File: config.mk
export PLATFORM = sky130hd
export DESIGN_NAME = pipeline_hazard_ctrl_flat
export DESIGN_NICKNAME = d
export VERILOG_FILES = /design/src/rtl/pipeline_hazard_ctrl_if.sv /design/src/rtl/pipeline_hazard_ctrl.sv /design/src/flat_wrapper.sv
export SDC_FILE = /design/constraint.sdc
export NUM_CORES = 1
export LEC_CHECK = 0
export CAP_MARGIN = 20
export CELL_PAD_IN_SITES_DETAIL_PLACEMENT = 1
export CELL_PAD_IN_SITES_GLOBAL_PLACEMENT = 1
export CORE_MARGIN = 5
export CORE_UTILIZATION = 35
export DETAILED_ROUTE_END_ITERATION = 8
export GPL_ROUTABILITY_DRIVEN = 0
export GPL_TIMING_DRIVEN = 0
export PLACE_DENSITY = 0.79
export SLEW_MARGIN = 0
export SYNTH_ARGS = -nofsm -noshare
export SYNTH_HDL_FRONTEND = slang
export SYNTH_SLANG_ARGS = --single-unit
export TNS_END_PERCENT = 100
File: constraint.sdc
create_clock -name clk -period 2.5 [get_ports clk]
set_input_delay 0.25 -clock clk [delete_from_list [all_inputs] [get_ports clk]]
set_output_delay 0.25 -clock clk [all_outputs]
set_load 0.01 [all_outputs]
File: src/rtl/pipeline_hazard_ctrl_if.sv
// Hazard-control bundle between the pipeline datapath and pipeline_hazard_ctrl.
//   master : the hazard controller (samples hazard info, drives stall/flush controls)
//   slave  : the pipeline datapath (drives hazard info, samples stall/flush controls)
// Hazard info : id_valid, id_rs, id_rt, ex_mem_read, ex_rt, ex_muldiv, ex_branch_taken, ex_jump
// Controls    : pc_en, ifid_en, ifid_flush, idex_en, idex_flush, exmem_flush,
//               md_start, md_busy, stall_cnt[CNT_W-1:0]
interface pipeline_hazard_ctrl_if #(
    parameter int unsigned CNT_W = 16
);
    logic             id_valid;
    logic [4:0]       id_rs;
    logic [4:0]       id_rt;
    logic             ex_mem_read;
    logic [4:0]       ex_rt;
    logic             ex_muldiv;
    logic             ex_branch_taken;
    logic             ex_jump;
    logic             pc_en;
    logic             ifid_en;
    logic             ifid_flush;
    logic             idex_en;
    logic             idex_flush;
    logic             exmem_flush;
    logic             md_start;
    logic             md_busy;
    logic [CNT_W-1:0] stall_cnt;

    modport master (
        input  id_valid, id_rs, id_rt, ex_mem_read, ex_rt, ex_muldiv, ex_branch_taken, ex_jump,
        output pc_en, ifid_en, ifid_flush, idex_en, idex_flush, exmem_flush, md_start, md_busy,
               stall_cnt
    );

    modport slave (
        output id_valid, id_rs, id_rt, ex_mem_read, ex_rt, ex_muldiv, ex_branch_taken, ex_jump,
        input  pc_en, ifid_en, ifid_flush, idex_en, idex_flush, exmem_flush, md_start, md_busy,
               stall_cnt
    );
endinterface

File: src/rtl/pipeline_hazard_ctrl.sv
// Stall/flush sequencer for the 5-stage MIPS pipeline.
// Detects load-use hazards, squashes wrong-path instructions on taken branches/jumps and
// freezes the front end for MD_LAT cycles while the mult/div unit runs. Keeps a saturating
// count of front-end stall cycles.
// Ports:
//   clk   : rising-edge clock
//   reset : synchronous, active-high
//   bus   : hazard info in, stall/flush controls and stall_cnt out (see pipeline_hazard_ctrl_if)
module pipeline_hazard_ctrl #(
    parameter int unsigned MD_LAT = 8,   // legal 2..255
    parameter int unsigned CNT_W  = 16
) (
    input logic                    clk,
    input logic                    reset,
    pipeline_hazard_ctrl_if.master bus
);

    typedef enum logic [0:0] {StRun, StMdBusy} state_e;

    // The start cycle is the first frozen cycle, so MD_BUSY lasts MD_LAT-1 cycles.
    localparam logic [7:0] MdCntInit = 8'(MD_LAT - 2);

    state_e           state_q, state_d;
    logic [7:0]       md_cnt_q, md_cnt_d;
    logic [CNT_W-1:0] stall_cnt_q, stall_cnt_d;

    logic load_use;
    logic pc_en, ifid_en, ifid_flush, idex_en, idex_flush, exmem_flush, md_start, md_busy;

    // $0 is hardwired zero, so a lw targeting it never creates a dependency.
    assign load_use = bus.id_valid & bus.ex_mem_read & (bus.ex_rt != 5'd0) &
                      ((bus.ex_rt == bus.id_rs) | (bus.ex_rt == bus.id_rt));

    // State register
    always_ff @(posedge clk) begin
        if (reset) begin
            state_q     <= StRun;
            md_cnt_q    <= 8'd0;
            stall_cnt_q <= '0;
        end else begin
            state_q     <= state_d;
            md_cnt_q    <= md_cnt_d;
            stall_cnt_q <= stall_cnt_d;
        end
    end

    // Next-state logic
    always_comb begin
        state_d     = state_q;
        md_cnt_d    = md_cnt_q;
        stall_cnt_d = stall_cnt_q;
        unique case (state_q)
            StRun: begin
                if (bus.ex_muldiv) begin
                    state_d  = StMdBusy;
                    md_cnt_d = MdCntInit;
                end
            end
            StMdBusy: begin
                if (md_cnt_q == 8'd0) begin
                    state_d = StRun;
                end else begin
                    md_cnt_d = md_cnt_q - 8'd1;
                end
            end
            default: state_d = StRun;
        endcase
        if (!pc_en && (stall_cnt_q != {CNT_W{1'b1}})) begin
            stall_cnt_d = stall_cnt_q + 1'b1;
        end
    end

    // Mealy output logic
    always_comb begin
        pc_en       = 1'b1;
        ifid_en     = 1'b1;
        ifid_flush  = 1'b0;
        idex_en     = 1'b1;
        idex_flush  = 1'b0;
        exmem_flush = 1'b0;
        md_start    = 1'b0;
        md_busy     = 1'b0;
        if (reset) begin
            pc_en       = 1'b0;
            ifid_en     = 1'b0;
            ifid_flush  = 1'b1;
            idex_flush  = 1'b1;
            exmem_flush = 1'b1;
        end else begin
            unique case (state_q)
                StRun: begin
                    if (bus.ex_muldiv) begin
                        md_start    = 1'b1;
                        pc_en       = 1'b0;
                        ifid_en     = 1'b0;
                        idex_en     = 1'b0;
                        exmem_flush = 1'b1;
                    end else if (bus.ex_branch_taken || bus.ex_jump) begin
                        // Redirect target loads; squash IF and ID, load-use is moot.
                        ifid_flush = 1'b1;
                        idex_flush = 1'b1;
                    end else if (load_use) begin
                        pc_en      = 1'b0;
                        ifid_en    = 1'b0;
                        idex_flush = 1'b1;
                    end
                end
                StMdBusy: begin
                    md_busy = 1'b1;
                    pc_en   = 1'b0;
                    ifid_en = 1'b0;
                    // Final cycle: result lands in EX/MEM and ID/EX takes a fresh instruction.
                    if (md_cnt_q == 8'd0) begin
                        idex_en = 1'b1;
                    end else begin
                        idex_en     = 1'b0;
                        exmem_flush = 1'b1;
                    end
                end
                default: ;
            endcase
        end
    end

    assign bus.pc_en       = pc_en;
    assign bus.ifid_en     = ifid_en;
    assign bus.ifid_flush  = ifid_flush;
    assign bus.idex_en     = idex_en;
    assign bus.idex_flush  = idex_flush;
    assign bus.exmem_flush = exmem_flush;
    assign bus.md_start    = md_start;
    assign bus.md_busy     = md_busy;
    assign bus.stall_cnt   = stall_cnt_q;

endmodule

File: src/flat_wrapper.sv
// flat-port wrapper written by rule: the top's interface ports become plain ports
module pipeline_hazard_ctrl_flat 
#(
    parameter int unsigned MD_LAT = 8,                  
    parameter int unsigned CNT_W  = 16
)
  (clk, reset, bus_id_valid, bus_id_rs, bus_id_rt, bus_ex_mem_read, bus_ex_rt, bus_ex_muldiv, bus_ex_branch_taken, bus_ex_jump, bus_pc_en, bus_ifid_en, bus_ifid_flush, bus_idex_en, bus_idex_flush, bus_exmem_flush, bus_md_start, bus_md_busy, bus_stall_cnt);
  pipeline_hazard_ctrl_if #(.CNT_W(CNT_W)) bus_i ();
  input logic clk;
  input logic reset;
  input wire logic [$bits(bus_i.id_valid)-1:0] bus_id_valid;
  input wire logic [$bits(bus_i.id_rs)-1:0] bus_id_rs;
  input wire logic [$bits(bus_i.id_rt)-1:0] bus_id_rt;
  input wire logic [$bits(bus_i.ex_mem_read)-1:0] bus_ex_mem_read;
  input wire logic [$bits(bus_i.ex_rt)-1:0] bus_ex_rt;
  input wire logic [$bits(bus_i.ex_muldiv)-1:0] bus_ex_muldiv;
  input wire logic [$bits(bus_i.ex_branch_taken)-1:0] bus_ex_branch_taken;
  input wire logic [$bits(bus_i.ex_jump)-1:0] bus_ex_jump;
  output wire logic [$bits(bus_i.pc_en)-1:0] bus_pc_en;
  output wire logic [$bits(bus_i.ifid_en)-1:0] bus_ifid_en;
  output wire logic [$bits(bus_i.ifid_flush)-1:0] bus_ifid_flush;
  output wire logic [$bits(bus_i.idex_en)-1:0] bus_idex_en;
  output wire logic [$bits(bus_i.idex_flush)-1:0] bus_idex_flush;
  output wire logic [$bits(bus_i.exmem_flush)-1:0] bus_exmem_flush;
  output wire logic [$bits(bus_i.md_start)-1:0] bus_md_start;
  output wire logic [$bits(bus_i.md_busy)-1:0] bus_md_busy;
  output wire logic [$bits(bus_i.stall_cnt)-1:0] bus_stall_cnt;
  assign bus_i.id_valid = bus_id_valid;
  assign bus_i.id_rs = bus_id_rs;
  assign bus_i.id_rt = bus_id_rt;
  assign bus_i.ex_mem_read = bus_ex_mem_read;
  assign bus_i.ex_rt = bus_ex_rt;
  assign bus_i.ex_muldiv = bus_ex_muldiv;
  assign bus_i.ex_branch_taken = bus_ex_branch_taken;
  assign bus_i.ex_jump = bus_ex_jump;
  assign bus_pc_en = bus_i.pc_en;
  assign bus_ifid_en = bus_i.ifid_en;
  assign bus_ifid_flush = bus_i.ifid_flush;
  assign bus_idex_en = bus_i.idex_en;
  assign bus_idex_flush = bus_i.idex_flush;
  assign bus_exmem_flush = bus_i.exmem_flush;
  assign bus_md_start = bus_i.md_start;
  assign bus_md_busy = bus_i.md_busy;
  assign bus_stall_cnt = bus_i.stall_cnt;
  pipeline_hazard_ctrl #(.MD_LAT(MD_LAT), .CNT_W(CNT_W)) u_core (.clk(clk), .reset(reset), .bus(bus_i));
endmodule
# Word-level counts from Yosys, hierarchy flattened
# Index checks and enable logic that the tools add are counted.
[totals]
reg_bits = 25
inputBits = 22
out_inout_bits = 24
word_cells = 50
[classes]
addsub = 2
n_eq_ne = 5
mux = 29
n_bitwise = 5
reduce_logical = 6
[ops]
columns = ["operator", "count"]
rows = [
  ["1-bit 2-to-1 mux", 23],
  ["16-bit by 1-bit adder with 16-bit output (second input constant)", 1],
  ["8-bit 2-to-1 mux", 2],
  ["16-bit != test (second input constant)", 1],
  ["8-bit case mux with 2 select lines", 1],
  ["5-bit equality test", 2],
  ["8-bit zero test", 1],
  ["8-bit by 1-bit subtractor with 8-bit output (second input constant)", 1],
  ["1-bit case mux with 2 select lines", 3],
  ["5-bit nonzero test", 1],
  ["2-bit != test (second input constant)", 2],
  ["1-bit bitwise AND", 3],
  ["2-bit AND reduction", 1],
  ["1-bit logical AND", 1],
  ["1-bit zero test", 1],
  ["1-bit logical OR", 1],
  ["1-bit NOT", 1],
  ["1-bit bitwise OR", 1],
]

# Logic depth before layout (Yosys ltp)
# Gate-level depths: netlist (run 1).
[logic_depth]
depth_word = 10
mapped_depth = 9
mapped_depth_nobuf = 8

# Worst setup path before layout (run 1)
# No wires, ideal clock.
[synth_path]
path_type = "reg-to-reg"
start = "register u_core.stall_cnt_q[1], in the netlist u_core.bus.stall_cnt[1]"
end = "register u_core.stall_cnt_q[5], in the netlist u_core.bus.stall_cnt[5]"
setup_time_ns = 0.121
arrival_ns = 1.798
t_required_ns = 2.379
slack_ns = 0.581
stages_incl_launch_ff = 9
path_buffers = 2
synth_period_minus_slack_ns = 1.919
cell_sequence = "dfxtp_1 ha_1 nand2_1 nor3_2 and2_1 clkbuf_2 clkbuf_4 nor4_2 mux2_4"
[synth_via]
elab_chain_cells = 2
word_cells_on_any_way = 3
cone_classes = "add/sub: 1; eq/ne: 1; reduce/logical: 1"
[synth_lines]
columns = ["item", "line", "source"]
rows = [
  ["start: declaration", "pipeline_hazard_ctrl.sv:25", "logic [CNT_W-1:0] stall_cnt_q, stall_cnt_d;"],
  ["start signal: assignment", "pipeline_hazard_ctrl.sv:43", "stall_cnt_q <= stall_cnt_d;"],
  ["parallel branches: the longest is 2 deep, another holds 16-bit by 1-bit adder with 16-bit output", "--", ""],
]
# Several ways; the timed one is not identified.
# A chain may end at the register's enable or synchronous reset.

# Final worst setup path (run 1)
[layout_path]
start = "input port bus_ex_rt[0]"
end = "output port bus_ifid_en"
[layout_via]
elab_chain_cells = 8
word_cells_on_any_way = 11
cone_classes = "eq/ne: 2; mux: 5; bitwise: 3; reduce/logical: 1"
[layout_lines]
columns = ["item", "line", "source"]
rows = [
  ["start: declaration", "flat_wrapper.sv:15", "input wire logic [$bits(bus_i.ex_rt)-1:0] bus_ex_rt;"],
  ["5-bit equality test / 5-bit nonzero test (equally long branches)", "pipeline_hazard_ctrl.sv:32, pipeline_hazard_ctrl.sv:31", ""],
  ["1-bit bitwise OR / 1-bit bitwise AND (equally long branches)", "pipeline_hazard_ctrl.sv:32, pipeline_hazard_ctrl.sv:31", ""],
  ["1-bit bitwise AND *", "pipeline_hazard_ctrl.sv:31", "assign load_use = bus.id_valid & bus.ex_mem_read & (bus.ex_rt != 5'd0) &"],
  ["1-bit 2-to-1 mux *", "pipeline_hazard_ctrl.sv:102", "end else if (load_use) begin"],
  ["1-bit 2-to-1 mux *", "pipeline_hazard_ctrl.sv:98", "end else if (bus.ex_branch_taken || bus.ex_jump) begin"],
  ["1-bit 2-to-1 mux *", "pipeline_hazard_ctrl.sv:92", "if (bus.ex_muldiv) begin"],
  ["1-bit case mux with 2 select lines *", "pipeline_hazard_ctrl.sv:90", "unique case (state_q)"],
  ["1-bit 2-to-1 mux *", "pipeline_hazard_ctrl.sv:83", "if (reset) begin"],
  ["end: declaration", "flat_wrapper.sv:20", "output wire logic [$bits(bus_i.ifid_en)-1:0] bus_ifid_en;"],
]
# Mark *: on every way between the ends. The rest lies on a longest branch, timed or not.

==> results of run 1 <==
final timing paths:
check / from / endpoint / slack [ps] / cells after the start
hold reg to reg: u_core.md_cnt_q[0]$_SDFFE_PP0P_ / u_core.md_cnt_q[0]$_SDFFE_PP0P_ / 480 / 2
hold / removal: u_core.md_cnt_q[0]$_SDFFE_PP0P_ / u_core.md_cnt_q[0]$_SDFFE_PP0P_ / 480 / 2
setup reg to reg: u_core.md_cnt_q[0]$_SDFFE_PP0P_ / u_core.md_cnt_q[7]$_SDFFE_PP0P_ / 280 / 11
setup / recovery: bus_ex_rt[0] / bus_ifid_en / 130 / 9
what timing repair did:
action,4_1_cts,5_1_grt
setup buffers,3,1
hold buffers,0,0
pin swaps,1,0
setup endpoints to repair,6,4
resized for setup,12,5
flip-flops by register name, summed over array words and instances (netlist names):
| signal | cells |
|---|---|
| u_core.state_q | 1 |
| u_core.md_cnt_q | 8 |
| u_core.bus.stall_cnt | 16 |
area by class of cell:
type,count,share of cell area (%)
Multi-Input combinational cell,144,46.2
Sequential cell,25,22.9
Timing Repair Buffer,49,21.5
Buffer,8,3.43
Tap cell,52,2.98
Clock buffer,4,2.06
Inverter,4,0.916
cells by family (layout without fill, tap and decap cells):
| logic type | after synthesis | in the layout | synth area share (%) |
|---|---|---|---|
| buf+inv | 13 | 65 | 5.99 |
| simple gates | 87 | 87 | 32.3 |
| xor+xnor | 13 | 13 | 7.17 |
| mux | 5 | 5 | 4.26 |
| compound gates | 37 | 37 | 17.2 |
| flops | 25 | 25 | 31.5 |
| fa+ha+maj | 2 | 2 | 1.58 |
worst max-delay path: cells and delay by family:
kind	cells	cell delay [ps]
buffers and inverters	5	900
AND/OR/NAND/NOR	3	730
AO/OA/AOI/OAI	1	240
power by group through the flow:
stage	Clock, mW	Combinational [mW]	Sequential, mW
after detailed placement	0	0.236	0.441
after global placement	0	0.232	0.441
after global routing	0.274	0.274	0.440
after CTS	0.257	0.253	0.433
after floorplan	0	0.138	0.439
final	0.246	0.247	0.437
metrics by stage:
stage / total power [mW] / cell area, um2 / hold slack [ps] / instances / setup WS (ps)
3_3_place_gp: 0.673 / 2100 / 463 / 279 / -430
6_report: 0.929 / 2190 / 484 / 286 / 132
4_1_cts: 0.943 / 2180 / 485 / 286 / 35.9
2_1_floorplan: 0.577 / 1590 / 449 / 182 / 581
5_1_grt: 0.988 / 2190 / 511 / 286 / 53.4
3_5_place_dp: 0.678 / 2100 / 472 / 279 / -438
per-layer routing:
layer	GRT usage [%]	wire length [um]
met5	0	0
met4	1.72	0
met3	3.47	161
met2	26.3	2240
met1	20.4	2130
layout by cell type, fill, tap and decap left out, types with 7 or more instances in the layout:
master	count
nand2_1	14
a21oi_1	11
o31ai_1	7
nand3_1	12
nor2_1	17
clkdlybuf4s50_1	37
or4_1	8
xnor2_1	12
nor2b_1	7
dfxtp_1	25
==> run_results.csv, run 1 <==
group,metric,value,unit
run_status,status,"finished clean",
logic_synthesis,ys_seq_area_share,31.5,%
route,detail_route.drc_violations,0,
worst_setup_path,path_max_fanout,11,
sta,rsz0062_at_grt,"false",
layout,area_delta_synth_final,37.7,%
job,max_cap_violations,0,
global_route,grt_pass1_vias,1602,
sta,finClkSkew,5.68,ps
layout,fillers,527,
logic_synthesis,synth_area_leaders,"dfxtp_1 32%, xnor2_1 6.6%, nor2_1 4.0%",
sta,slew_viol_final,0,
power,swShare,28.7,%
logic_synthesis,synthArstFlopShare,0,%
route,drt-initial-drc-count,70,
clock_network,clk_latency,270,ps
route,routed_via_density,5.36,
min_path,hold_path.class,"flop to flop",
clock_network,cts-root-buf,"clkbuf_8",
worst_setup_path,crit_chain,"dlygate4sd2_1 -> or4_4 -> nor2_4 -> nor3_2 -> a21o_4 -> inv_6 -> buf_12 -> buf_12 -> dlygate4sd2_1",
clock_network,cts_made_buffers,3,
worst_setup_path,start_kind,"primary input",
global_route,grt_pass1_wl,7.76,mm
floorplan,coreArea,0.00438,mm2
layout,nNetsFinal,259,
sta,worstMarginPinSlew,354,ps
worst_setup_path,cpPeakStageDelay,560,ps
route,ant_nets,0,
clock_network,clk_pin_slew_worst_paths,90,ps
logic_synthesis,ys_types,51,
route,firstDrtPassIters,4,
global_route,grt_overflow,0,
logic_synthesis,ys_seq_elements,25,
global_route,grt_max_degree,14,
logic_synthesis,syn_nets,206,
layout,multiInputGateArea,0.00101,mm2
floorplan,die_w,77.4,um
power,power_frac_seq,47.0,%
worst_setup_path,path_class,"primary input to output pin",
worst_setup_path,required,2250,ps
clock_network,clockBufferDepth,2,
floorplan,die_y,77.4,um
power,switchingPower,0.267,mW
sta,post-route-min-period,2370,ps
logic_synthesis,synth_commonest_cells,"25 x dfxtp_1, 17 x nor2_1, 14 x nand2_1",
sta,fin_tns_setup,0,ps
route,wl,4.53,mm
worst_setup_path,cp.arrival,2120,ps
sta,worst_slew_margin_rel,76.4,%
sta,setup-violations-final,0,
global_route,antenna_found_initial,0,
logic_synthesis,yosys.area.top_type,"dfxtp_1",
worst_setup_path,cp-end-kind,"output pin",
clock_network,htreeDepth,1,
layout,drive_above_1_share,17.1,%
layout,fin_util,49.9,%
route,vias,1533,
power,p_comb_share,26.6,%
power,powerDensity,425,mW/mm2
layout,num_antenna_cells,0,
placement,io_buffers,45,
logic_synthesis,synth.avg_cell_area,8.72,um2
floorplan,core.rowCount,24,
floorplan,die_area,0.00598,mm2
logic_synthesis,synth_edf_count,0,
layout,area.sequential,500,um2
logic_synthesis,yosys_warnings,0,
sta,fmax,422,MHz
power,leakage,0.753,nW
floorplan,ios,46,
logic_synthesis,syn-instance-count,182,
clock_network,tritoncts,"built",
logic_synthesis,yosysTopAreaCellShare,31.5,%
logic_synthesis,ys.flop_type,"dfxtp_1",
worst_setup_path,slowest_stage,"or4_4",
route,routedWlPerCell,15.8,um
power,ir_drop,0.286,mV
logic_synthesis,synth.cell_area,0.00159,mm2
floorplan,initial_core_util,36.2,%
clock_network,cts_sinks,25,
power,power_frac_clock,26.4,%
placement,dp.final_hpwl,3.40,mm
logic_synthesis,yosysMostFrequentCell,"dfxtp_1",
global_route,gr-usage-all-layers,15.4,%
sta,fin_crit_sh,94.7,%
sta,finalHoldViolations,0,
power,internal_power,0.662,mW
Note: power is estimated with default switching activity, not from simulation.
==> inputs of run 2 (changes only) <==
- CORE_ASPECT_RATIO: default -> 0.75
==> run 2 against run 1 <==
Critical path depth grew 1. Maximum frequency shrank 1.4%. Hold slack gained 9.2 ps. Worst setup slack lost 33 ps. Wire length shrank 3.3%. Sequential power is essentially flat. Die area grew 0.23%. Final cell count grew 1.4%. First-iteration DRC count shrank 23%. Total power grew 0.62%. Utilization shrank 0.17 points. Critical endpoint is now bus_pc_en. Largest power group unchanged.
==> run_results.csv, run 2 (synthesized netlist as in run 1, its figures left out) <==
group,metric,value,unit
run_status,status,"finished clean",
worst_setup_path,path_max_fanout,11,
layout,area.sequential,500,um2
placement,placed_area,0.00211,mm2
floorplan,die_w,87.8,um
sta,fin_crit_sh,96.1,%
worst_setup_path,cp.arrival,2150,ps
global_route,grt_max_degree,15,
layout,largest_reg_flops,16,
min_path,min_from,"u_core.md_cnt_q[0]$_SDFFE_PP0P_",
sta,post-route-min-period,2400,ps
worst_setup_path,ff2ff_setup_slack,280,ps
route,vias,1530,
layout,multiInputGateArea,0.00101,mm2
floorplan,initial_core_util,36.0,%
worst_setup_path,crit_chain,"dlygate4sd2_1 -> or4_4 -> nor2_4 -> nor3_2 -> a21o_4 -> inv_6 -> buf_12 -> buf_12 -> buf_4 -> clkdlybuf4s15_1",
min_path,hold_end,"u_core.md_cnt_q[0]$_SDFFE_PP0P_",
sta,fmax,416,MHz
global_route,gr-usage-all-layers,15.8,%
clock_network,clk_latency,280,ps
global_route,antenna_found_initial,0,
clock_network,cts-root-buf,"clkbuf_8",
route,ant_nets,0,
worst_setup_path,cpPeakStageDelay,560,ps
placement,dp_cells,284,
global_route,grt_pass1_vias,1598,
clock_network,clockBufferDepth,2,
sta,finalHoldViolations,0,
worst_setup_path,setup.worst_path.start,"bus_ex_rt[0]",
route,wl,4.38,mm
placement,dp.final_hpwl,3.38,mm
layout,design_area,0.00219,mm2
route,routed_via_density,5.28,
sta,fin_tns_setup,0,ps
layout,fin_util,49.7,%
layout,fin_cells,290,
worst_setup_path,cp-end-kind,"output pin",
clock_network,cts_sinks,25,
power,leakage,0.761,nW
layout,layout_commonest_cell,"clkdlybuf4s50_1",
floorplan,coreArea,0.00441,mm2
clock_network,clk_pin_slew_worst_paths,90,ps
global_route,grt_pass1_wl,7.45,mm
clock_network,tritoncts,"built",
clock_network,ctsHoldBuffers,0,
sta,worst_slew_margin_rel,72.6,%
min_path,hold_depth,2,
floorplan,die_y,68.3,um
sta,finClkSkew,3.89,ps
worst_setup_path,reg2reg_depth,8,
sta,rsz0062_at_grt,"false",
floorplan,ios,46,
worst_setup_path,r2r-start,"u_core.bus.stall_cnt[0]$_SDFFE_PP0P_",
worst_setup_path,start_kind,"primary input",
clock_network,htreeDepth,1,
worst_setup_path,cpMostUsedCell,"buf_12",
min_path,hold_path.class,"flop to flop",
clock_network,cts_made_buffers,3,
route,firstDrtPassIters,4,
layout,num_antenna_cells,0,
worst_setup_path,required,2250,ps
layout,area_delta_synth_final,38.1,%
power,ir_drop,0.186,mV
worst_setup_path,path_class,"primary input to output pin",
route,drt-initial-drc-count,54,
sta,setup-violations-final,0,
route,routedWlPerCell,15.1,um
placement,io_buffers,45,
layout,nNetsFinal,258,
worst_setup_path,slowest_stage,"or4_4",
route,detail_route.drc_violations,0,
layout,final_cell_mix,"36 x clkdlybuf4s50_1, 25 x dfxtp_1, 17 x nor2_1",
floorplan,die_area,0.00600,mm2
job,max_cap_violations,0,
global_route,grt_overflow,0,
layout,drive_above_1_share,16.7,%
sta,slew_viol_final,0,
sta,worstMarginPinSlew,411,ps
worst_setup_path,reg2reg_to,"u_core.bus.stall_cnt[9]$_SDFFE_PP0P_",
power,powerDensity,426,mW/mm2
floorplan,core.rowCount,21,
layout,fillers,538,
## run 2: cell types whose count changed in the layout (fill, tap and decap cells not counted)
cell / before / now
clkbuf_2: 5 / 4
clkdlybuf4s50_1: 37 / 36
clkinv_2: 0 / 1
clkbuf_1: 1 / 0
buf_4: 5 / 4
clkdlybuf4s15_1: 0 / 1
dlymetal6s2s_1: 1 / 2
## run 2: area by class of cell
type | instances | share of cell area (%)
flip-flops and latches | 25 | 22.8
clock inverters | 1 | 0.228
multi-input cells | 144 | 46.0
plain buffers | 8 | 3.42
clock buffers | 3 | 1.88
well taps | 57 | 3.25
repair buffers | 48 | 21.4
inverters | 4 | 0.913
## run 2: power breakdown
part | internal (mW) | switching [mW] | total (mW) | leakage [nW]
Combinational | 0.132 | 0.112 | 0.244 | 0.532
Clock | 0.112 | 0.140 | 0.252 | 0.0255
Sequential | 0.415 | 0.0244 | 0.439 | 0.203
## run 2: what timing repair did
| item | 4_1_cts | 5_1_grt |
|---|---|---|
| setup endpoints to repair | 6 | 3 |
| pin swaps | 1 | 0 |
| cloned | 0 | 0 |
| setup buffers | 3 | 0 |
| resized for setup | 12 | 5 |
## run 2: worst max path at each step
stage,slack (ps),endpoint,cells after the start
after detailed placement,-440,bus_pc_en,10
after global routing,20,bus_pc_en,10
final,100,bus_pc_en,10
after floorplan,580,u_core.bus.stall_cnt[5]$_SDFFE_PP0P_,8
after CTS,9,bus_exmem_flush,7
after global placement,-430,bus_pc_en,10
## run 2: per-layer routing
metal  vias to the layer above  GRT usage, %  routed length, um
met4                         0          2.30                 28
met2                        34          25.2               1900
met5                         -             0                  0
met1                       729          22.5               2230
met3                         2          3.37                214
li1                        765             -                  -
## run 2: worst max-delay path: cells and delay by family
family	cells	cell delay (ps)
compound gates	1	240
buf+inv	6	940
simple gates	3	730
## run 2: per-stage QoR
step                      power [mW]  worst slack (ps)  hold slack (ps)
after global routing           0.981              20.0              526
final                          0.935              98.7              493
after floorplan                0.577               581              449
after detailed placement       0.681              -435              483
after global placement         0.673              -428              464
after CTS                      0.940              9.06              498
